File: config.mk
export PLATFORM = sky130hd
export DESIGN_NAME = bcd_to_bin_decoder
export DESIGN_NICKNAME = d
export VERILOG_FILES = /design/src/rtl/bcd_pkg.sv /design/src/rtl/bcd_digit_mac.sv /design/src/rtl/bcd_to_bin_decoder.sv
export SDC_FILE = /design/constraint.sdc
export NUM_CORES = 1
export LEC_CHECK = 0
export BUFFER_PORTS_ARGS = -buffer_cell sky130_fd_sc_hd__buf_2
export CAP_MARGIN = 20
export CORE_MARGIN = 4
export CORE_UTILIZATION = 38
export DETAILED_ROUTE_END_ITERATION = 8
export PLACE_DENSITY_LB_ADDON = 0.12
export SLEW_MARGIN = 20
export SYNTH_ARGS = -nofsm -noshare
export SYNTH_HDL_FRONTEND = slang
export SYNTH_HIERARCHICAL = 1
export SYNTH_SLANG_ARGS = --single-unit
File: constraint.sdc
create_clock -name clk -period 4.5 [get_ports clk]
set_input_delay 1.125 -clock clk [delete_from_list [all_inputs] [get_ports clk]]
set_output_delay 1.125 -clock clk [all_outputs]
set_load 0.03 [all_outputs]
File: src/rtl/bcd_pkg.sv
// bcd_pkg: shared constants, FSM state type and width helper for the BCD decoder
package bcd_pkg;
  localparam logic [3:0] BCD_MAX_DIGIT = 4'd9;
  typedef enum logic [1:0] {IDLE, CONV, DONE} state_t;
  // smallest w with 2^w > 10^digits - 1
  function automatic int bcd_bin_width(input int digits);
    longint m;
    int w;
    m = 1;
    for (int i = 0; i < digits; i++) m = m * 10;
    m = m - 1;
    w = 1;
    while ((longint'(1) << w) <= m) w++;
    return w;
  endfunction
endpackage

File: src/rtl/bcd_digit_mac.sv
// bcd_digit_mac: combinational acc*10+d step with non-decimal digit flag
// ports: acc (running value), d (BCD digit), acc_next (acc*10+d truncated), digit_bad (d>9)
module bcd_digit_mac
  import bcd_pkg::*;
#(
  parameter int BIN_W = 14
) (
  input  logic [BIN_W-1:0] acc,
  input  logic [3:0]       d,
  output logic [BIN_W-1:0] acc_next,
  output logic             digit_bad
);
  assign acc_next  = (acc << 3) + (acc << 1) + BIN_W'(d);
  assign digit_bad = d > BCD_MAX_DIGIT;
endmodule

File: src/rtl/bcd_to_bin_decoder.sv
// bcd_to_bin_decoder: digit-serial packed BCD to binary converter, MSD first
// ports: clk, rst (sync active-high); in_valid/in_ready/in_bcd (word in);
//        out_valid/out_ready/out_bin/out_err (result out, out_bin=0 on error)
// BCD_EARLY_ABORT_EN: when defined, the first non-decimal digit ends conversion at once
module bcd_to_bin_decoder
  import bcd_pkg::*;
#(
  parameter int DIGITS = 4,
  parameter int BIN_W  = 14
) (
  input  logic                  clk,
  input  logic                  rst,
  input  logic                  in_valid,
  output logic                  in_ready,
  input  logic [4*DIGITS-1:0]   in_bcd,
  output logic                  out_valid,
  input  logic                  out_ready,
  output logic [BIN_W-1:0]      out_bin,
  output logic                  out_err
);
  localparam int CW = (DIGITS > 1) ? $clog2(DIGITS) : 1;
  if (BIN_W < bcd_bin_width(DIGITS)) begin : g_width_check
    $error("BIN_W too small for DIGITS");
  end
  state_t                state, state_n;
  logic [BIN_W-1:0]      acc, acc_n, mac;
  logic [4*DIGITS-1:0]   sr, sr_n;
  logic [CW-1:0]         cnt, cnt_n;
  logic                  err, err_n, bad;
  bcd_digit_mac #(.BIN_W(BIN_W)) u_mac (
    .acc       (acc),
    .d         (sr[4*DIGITS-1 -: 4]),
    .acc_next  (mac),
    .digit_bad (bad)
  );
  // gated by rst so nothing is offered while reset is held
  assign in_ready  = (state == IDLE) && !rst;
  assign out_valid = state == DONE;
  assign out_err   = out_valid && err;
  assign out_bin   = (out_valid && !err) ? acc : '0;
  always_ff @(posedge clk) begin
    if (rst) begin
      state <= IDLE;
      acc   <= '0;
      sr    <= '0;
      cnt   <= '0;
      err   <= 1'b0;
    end else begin
      state <= state_n;
      acc   <= acc_n;
      sr    <= sr_n;
      cnt   <= cnt_n;
      err   <= err_n;
    end
  end
  always_comb begin
    state_n = state;
    acc_n   = acc;
    sr_n    = sr;
    cnt_n   = cnt;
    err_n   = err;
    case (state)
      IDLE: if (in_valid) begin
        sr_n    = in_bcd;
        acc_n   = '0;
        err_n   = 1'b0;
        cnt_n   = CW'(DIGITS - 1);
        state_n = CONV;
      end
      CONV: begin
        acc_n   = mac;
        err_n   = err | bad;
        sr_n    = sr << 4;
        cnt_n   = cnt - CW'(1);
        state_n = (cnt == '0) ? DONE : CONV;
`ifdef BCD_EARLY_ABORT_EN
        if (bad) state_n = DONE;
`else
`endif
      end
      DONE: if (out_ready) state_n = IDLE;
      default: state_n = IDLE;
    endcase
  end
endmodule

==> summary.txt, run 1 <==
Layout fillers: 520
Synth Register Bits: 35
CTS Buf Count: 5
Synthesis-to-layout area growth: 12.9%
Required time of the critical path: 3.38 ns
Starting Density: 40.2%
Sequential area share after synthesis: 33.3%
Clock Tree Root: clkbuf_8
Drt via density: 5.17
Drt first pass iters: 4
Crit-path most repeated cell: buf_2
Worst Tran Pin Value: 0.479 ns
Tcrit/Tclk final: 66.2%
CORE AREA: 0.00524 sq mm
Met3 WL post-DR: 197 um
Fin. Hold Viols: 0
RSZ-0062 raised after global routing: false
Worst min path class: reg -> reg
FF+latch area: 701 sq um
Vias in the first global route: 1499
P_leak: 1.18 nW
Clock Sinks: 35
Critical path cell sequence: buf_2, nor3_1, buf_2
DP Cell Count: 312
Worst stage delay on the critical path: 0.25 ns
Routed length on met1: 2460 um
Nets: 294
Synth warn: 6
Max-cap viol count: 0
PD cells: 290 mW/mm^2
Hold buffer count at cts: 0
Syn avg cell area: 9.71 sq um
Setup total negative slack: 0 ns
Io pins: 37
Largest family of logic cells by synthesized area: compound AO/OA/AOI/OAI gates
Final max-slew violation count: 0
Skew-Pair Late Insertion Delay: 0.28 ns
Largest net degree at the start of global routing: 21
HPWL Detailed: 3370 um
Mapped Area: 0.00211 sq mm
TritonCTS clock tree: yes
Share of layout cells above drive strength 1: 21.2%
Total number of vias: 1654
Die width: 82.5 um
CP max stage cell: buf_2
Synth Area in Simple Gates: 12.4%
Placer congestion estimate: 0.768
# H-tree levels: 2
First-pass GRT wire length: 7520 um
Cells after synthesis: 217
Mux contribution to synthesized area: 0.534%
Worst rel slew slack: 68.1%
Crit path kind: in -> out
Row Count: 26
Synth Area in Adders: 15.6%
Skew final: 0.00316 ns
Top Layer Used: met4
Final critical-path required period: 2.98 ns
Total grt overflow: 0
Post-synth cell types: 41
Startpoint types: primary input
Layout Cells excl Fill: 320
N_diodes: 0
DIE AREA: 0.00680 sq mm
F_max: 336 MHz
Clk pin slew, worst setup/hold paths: 0.07 ns
Routed wire length: 4590 um
Final setup vio count: 0
Worst EP arrival: 1.85 ns
Compound-gate portion of the synthesized area: 25.4%
Post-layout util: 45.4%
Pre-CTS setup slack: 1.53 ns
WL per Instance: 14.4 um
Number of nets still failing antenna checks after routing: 0
Final Worst Setup Slack: 1.52 ns
DR WL met2: 1890 um
Worst VDD drop: 0.145 mV
DR iter-0 viols: 74
Vert. Die Dim: 82.5 um
Outcome: finished clean
Post_cts resized: 0
CP Capture Type: output port
Port Buf Inserts: 36
Post-CTS Setup Bufs: 0
Initial antenna violation count: 0
Area share of xor/xnor cells in the synthesized design: 4.57%
Multi-input logic area: 0.00123 sq mm
Post-synthesis net count: 262
Residual DRC count: 0
Max FO, Critical Path: 20
Clock tree buffer depth: 2
Gr usage total: 14.7%
[placed cells by master, fill, tap and decap left out, types with 2 or more instances in the layout]
cell	netlist	final
and2b_1	2	2
xnor2_1	6	6
a21oi_1	20	20
nor2_1	6	6
and2_1	16	16
ha_1	23	23
a211oi_1	3	3
a22o_1	18	18
nor2b_1	2	2
buf_2	5	36
fa_1	2	2
nor3_1	2	2
xor2_1	5	5
o221a_2	2	2
nand3_1	5	5
clkbuf_8	0	5
dfxtp_1	35	35
o221a_1	10	10
o21ai_0	4	4
a31oi_1	3	3
inv_1	23	23
[Yosys cell counts]
| library cell | n | area [sq um] |
|---|---|---|
| nor3_1 | 2 | 10.0 |
| a211o_1 | 1 | 8.76 |
| a21oi_1 | 20 | 100 |
| nor2_8 | 1 | 20.0 |
| buf_2 | 5 | 25.0 |
| or3_1 | 1 | 6.26 |
| o2111ai_2 | 1 | 15.0 |
| a22oi_1 | 1 | 7.51 |
| fa_1 | 2 | 40.0 |
| o21ba_2 | 1 | 10.0 |
| nand2_1 | 1 | 3.75 |
| a21o_1 | 1 | 7.51 |
| clkbuf_1 | 1 | 3.75 |
| o211ai_2 | 1 | 12.5 |
| nor2_1 | 6 | 22.5 |
| nor2b_4 | 1 | 13.8 |
| and2_1 | 16 | 100 |
| o21ai_1 | 1 | 5.00 |
| a31oi_1 | 3 | 18.8 |
| xor2_1 | 5 | 43.8 |
| a22o_1 | 18 | 158 |
| nand3_2 | 1 | 10.0 |
| nand3_1 | 5 | 25.0 |
| mux2_2 | 1 | 11.3 |
| inv_1 | 23 | 86.3 |
| o221a_2 | 2 | 22.5 |
| dfxtp_1 | 35 | 701 |
| buf_6 | 4 | 45.0 |
| a211oi_1 | 3 | 22.5 |
| buf_4 | 2 | 15.0 |
| nor2b_1 | 2 | 12.5 |
| and2b_1 | 2 | 15.0 |
| o221a_1 | 10 | 113 |
| o21ai_0 | 4 | 20.0 |
| nand2b_1 | 1 | 6.26 |
| o21bai_1 | 1 | 7.51 |
| and4_1 | 1 | 8.76 |
| ha_1 | 23 | 288 |
| a21boi_0 | 1 | 7.51 |
| xnor2_1 | 6 | 52.6 |
| nand4_1 | 1 | 6.26 |
[flip-flops by register name, indices dropped and copies added (netlist names)]
signal,flops
err,1
state,2
acc,14
sr,16
cnt,2
[logic make-up after synthesis]
kind of cell	after synthesis
DFF	35
xor gates and xnor gates	11
AOI/OAI and AO/OA	69
adders and majority gates	25
and+or+nand+nor	41
muxes	1
buffers and inverters	35
[critical path: cells and delay by family]
kind	cells	cell delay, ns
buf+inv	2	0.49
simple gates	1	0.23
[power breakdown]
part / switching, mW / internal (mW)
clock: 0.118 / 0.108
combinational: 0.0650 / 0.0488
sequential: 0.0178 / 0.332
total: 0.201 / 0.489
[final timing paths]
check        startpoint  endpoint  slack (ns)  cells past startpoint
max                 rst  in_ready        1.52                      3
min              cnt[0]    cnt[0]        0.47                      1
max reg2reg      acc[0]   acc[12]        1.88                     10
min reg2reg      cnt[0]    cnt[0]        0.47                      1
[final cells by class]
| cell class | count | area share (%) |
|---|---|---|
| timing repair buffer | 37 | 7.89 |
| sequential | 35 | 29.5 |
| clock buffer | 6 | 3.05 |
| tap | 70 | 3.68 |
| multi-input combinational | 147 | 51.8 |
| inverter | 23 | 3.63 |
| clock inverter | 2 | 0.526 |
[through the flow]
step	hold slack, ns	cell area, sq um	power (mW)
global placement	0.454	2290	0.471
finish	0.473	2380	0.691
global route	0.493	2380	0.733
detailed placement	0.456	2290	0.472
CTS	0.472	2380	0.699
floorplan	0.434	2110	0.446
[routing by layer]
| metal | up-vias | global-route usage (%) |
|---|---|---|
| met5 | - | 0 |
| met4 | 0 | 3.99 |
| met3 | 5 | 3.90 |
| met2 | 34 | 20.3 |
| met1 | 767 | 22.1 |
| li1 | 848 | - |
Note: power is estimated with default switching activity, not from simulation.
==> run 2: changes to the inputs <==
- clock period: 4.5 -> 2.9 ns (I/O delays scaled with it)
==> run 2 against run 1 <==
Against the previous run: first-iteration DRC count shrank 16%; sequential share of layout area is 0.22 points lower; flip-flop and latch count did not move; via count decreased by 2.1%; worst setup slack worse by 1.2 ns; routed wire length is 0.52% higher; clock-buffer cell count did not move; clock skew up 0.0021 ns; critical path depth is 7 higher; die area unchanged; final cell count decreased by 0.31%; hold slack better by 0.0025 ns; largest power group unchanged.
==> summary.txt, run 2 (same netlist as run 1, synthesis figures left out) <==
Row Count: 26 (unchanged)
Pre-CTS setup slack: 0.354 ns (was 1.53 ns)
WL per Instance: 14.5 um (was 14.4 um)
# H-tree levels: 2 (unchanged)
Die width: 82.5 um (unchanged)
Hold buffer count at cts: 0 (unchanged)
Residual DRC count: 0 (unchanged)
Total grt overflow: 0 (unchanged)
PD cells: 480 mW/mm^2 (was 290 mW/mm^2)
Most frequent cells in the layout: buf_2, dfxtp_1, inv_1, ha_1, a21oi_1 (unchanged)
Port Buf Inserts: 36 (unchanged)
Post-layout util: 45.7% (was 45.4%)
Largest register FFs: 16 (unchanged)
Nets: 294 (unchanged)
Required time of the critical path: 3.08 ns (was 3.38 ns)
CORE AREA: 0.00524 sq mm (unchanged)
DIE AREA: 0.00680 sq mm (unchanged)
Routed wire length: 4620 um (was 4590 um)
Initial antenna violation count: 0 (unchanged)
Hold Path Stages: 1 (unchanged)
CP Capture Type: flip-flop (was output port)
Clk pin slew, worst setup/hold paths: 0.07 ns (about the same)
Gr usage total: 14.6% (was 14.7%)
Worst EP arrival: 2.73 ns (was 1.85 ns)
HP Start: cnt[0] (unchanged)
Total number of vias: 1619 (was 1654)
Met1 usage in global routing: 21.9% (was 22.1%)
HPWL Detailed: 3420 um (was 3370 um)
Fin. Hold Viols: 0 (unchanged)
Top flop regs: sr: 16 flops, acc: 14 flops (unchanged)
Starting Density: 40.2% (unchanged)
Overall power: 1.15 mW (was 691 uW)
Vias in the first global route: 1544 (was 1499)
Worst min path class: reg -> reg (unchanged)
Final critical-path required period: 2.55 ns
Largest net degree at the start of global routing: 21 (unchanged)
Drt first pass iters: 4 (unchanged)
GRT met3 Usage: 3.90% (unchanged)
Reg with most FFs: sr (unchanged)
Post-CTS Setup Bufs: 0 (unchanged)
Number of nets still failing antenna checks after routing: 0 (unchanged)
Clock tree buffer depth: 2 (unchanged)
First-pass GRT wire length: 7520 um (unchanged)
Synthesis-to-layout area growth: 13.7% (was 12.9%)
Share of layout cells above drive strength 1: 20.9% (was 21.2%)
Worst Reg-to-Reg Cells: 10 (unchanged)
Skew-Pair Late Insertion Delay: 0.28 ns (about the same)
Layout fillers: 511 (was 520)
Startpoint types: flip-flop (was primary input)
F_max: 392 MHz
DP Area: 0.00229 sq mm (unchanged)
Finished Cell Area: 0.00240 sq mm (was 0.00238 sq mm)
Placer congestion estimate: 0.834 (was 0.768)
Io pins: 37 (unchanged)
Outcome: finished clean (unchanged)
N_diodes: 0 (unchanged)
Drt via density: 5.08 (was 5.17)
Final setup vio count: 0 (unchanged)
Max FO, Critical Path: 4 (was 20)
CTS Buf Count: 5 (unchanged)
RSZ-0062 raised after global routing: false (unchanged)
Setup total negative slack: 0 ns (unchanged)
DR iter-0 viols: 62 (was 74)
Clock Tree Root: clkbuf_8 (unchanged)
Worst rel slew slack: 70.0% (was 68.1%)
Gr busiest metal: met1 (unchanged)
Final Worst Setup Slack: 0.349 ns (was 1.52 ns)
Crit path kind: reg -> reg (was in -> out)
Skew final: 0.00524 ns (was 0.00316 ns)
CP Launch Point: acc[0] (was rst)
Tcrit/Tclk final: 88.0%
Post_cts resized: 0 (unchanged)
Clock Sinks: 35 (unchanged)
Vert. Die Dim: 82.5 um (unchanged)
R2R Path Start: acc[0] (unchanged)
P_leak: 1.19 nW (was 1.18 nW)
M2 GR Usage: 20.2% (was 20.3%)
TritonCTS clock tree: yes (unchanged)
Final max-slew violation count: 0 (unchanged)
Worst VDD drop: 0.209 mV (was 0.145 mV)
Worst Tran Pin Value: 0.450 ns (was 0.479 ns)
Max-cap viol count: 0 (unchanged)
Commonest non-fill, non-tap cell in the layout: buf_2 (unchanged)
[run 2: cell count changes in the layout (fill, tap and decap cells not counted)]
cell        previous run  this run
clkinv_2               1         0
bufinv_16              0         1
clkinvlp_4             1         0
[run 2: critical path: stages (launching register included)]
cell and delay [ns]:
dfxtp_1 0.37, inv_1 0.07, fa_1 0.53, inv_1 0.07, ha_1 0.30, a21oi_1 0.23, o211ai_2 0.16, o2111ai_2 0.25
a31oi_1 0.13, xnor2_1 0.14, a22o_1 0.21
[run 2: where the power goes]
part           switching [mW]  internal [mW]  leakage, nW  total, mW
registers              0.0274          0.516        0.287      0.543
logic                   0.101         0.0758        0.851      0.177
clock network           0.177          0.252       0.0513      0.429
total                   0.305          0.844         1.19       1.15
[run 2: metal layers]
metal	vias to the layer above	part of all wire, %
met5	-	0
met3	6	4.3
met1	738	54
li1	843	-
met2	32	40
met4	0	1.1
[run 2: metrics by stage]
stage,hold slack [ns],std cells
3_3_place_gp,0.457,312
5_1_grt,0.511,319
6_report,0.476,319
4_1_cts,0.477,319
2_1_floorplan,0.434,217
3_5_place_dp,0.463,312
[run 2: worst paths after layout]
check,endpoint,slack (ns)
worst min-delay path,cnt[0],0.48
worst max register to register,acc[13],0.35
worst max-delay path,acc[13],0.35
worst min register to register,cnt[0],0.48
[run 2: area by class of cell]
class	instances	area (sq um)	share of cell area (%)
clock inverters	1	30.0	1.25
clock buffers	6	72.6	3.03
flip-flops and latches	35	701	29.2
well taps	70	87.6	3.66
repair buffers	37	188	7.83
multi-input cells	147	1230	51.4
inverters	23	86.3	3.60
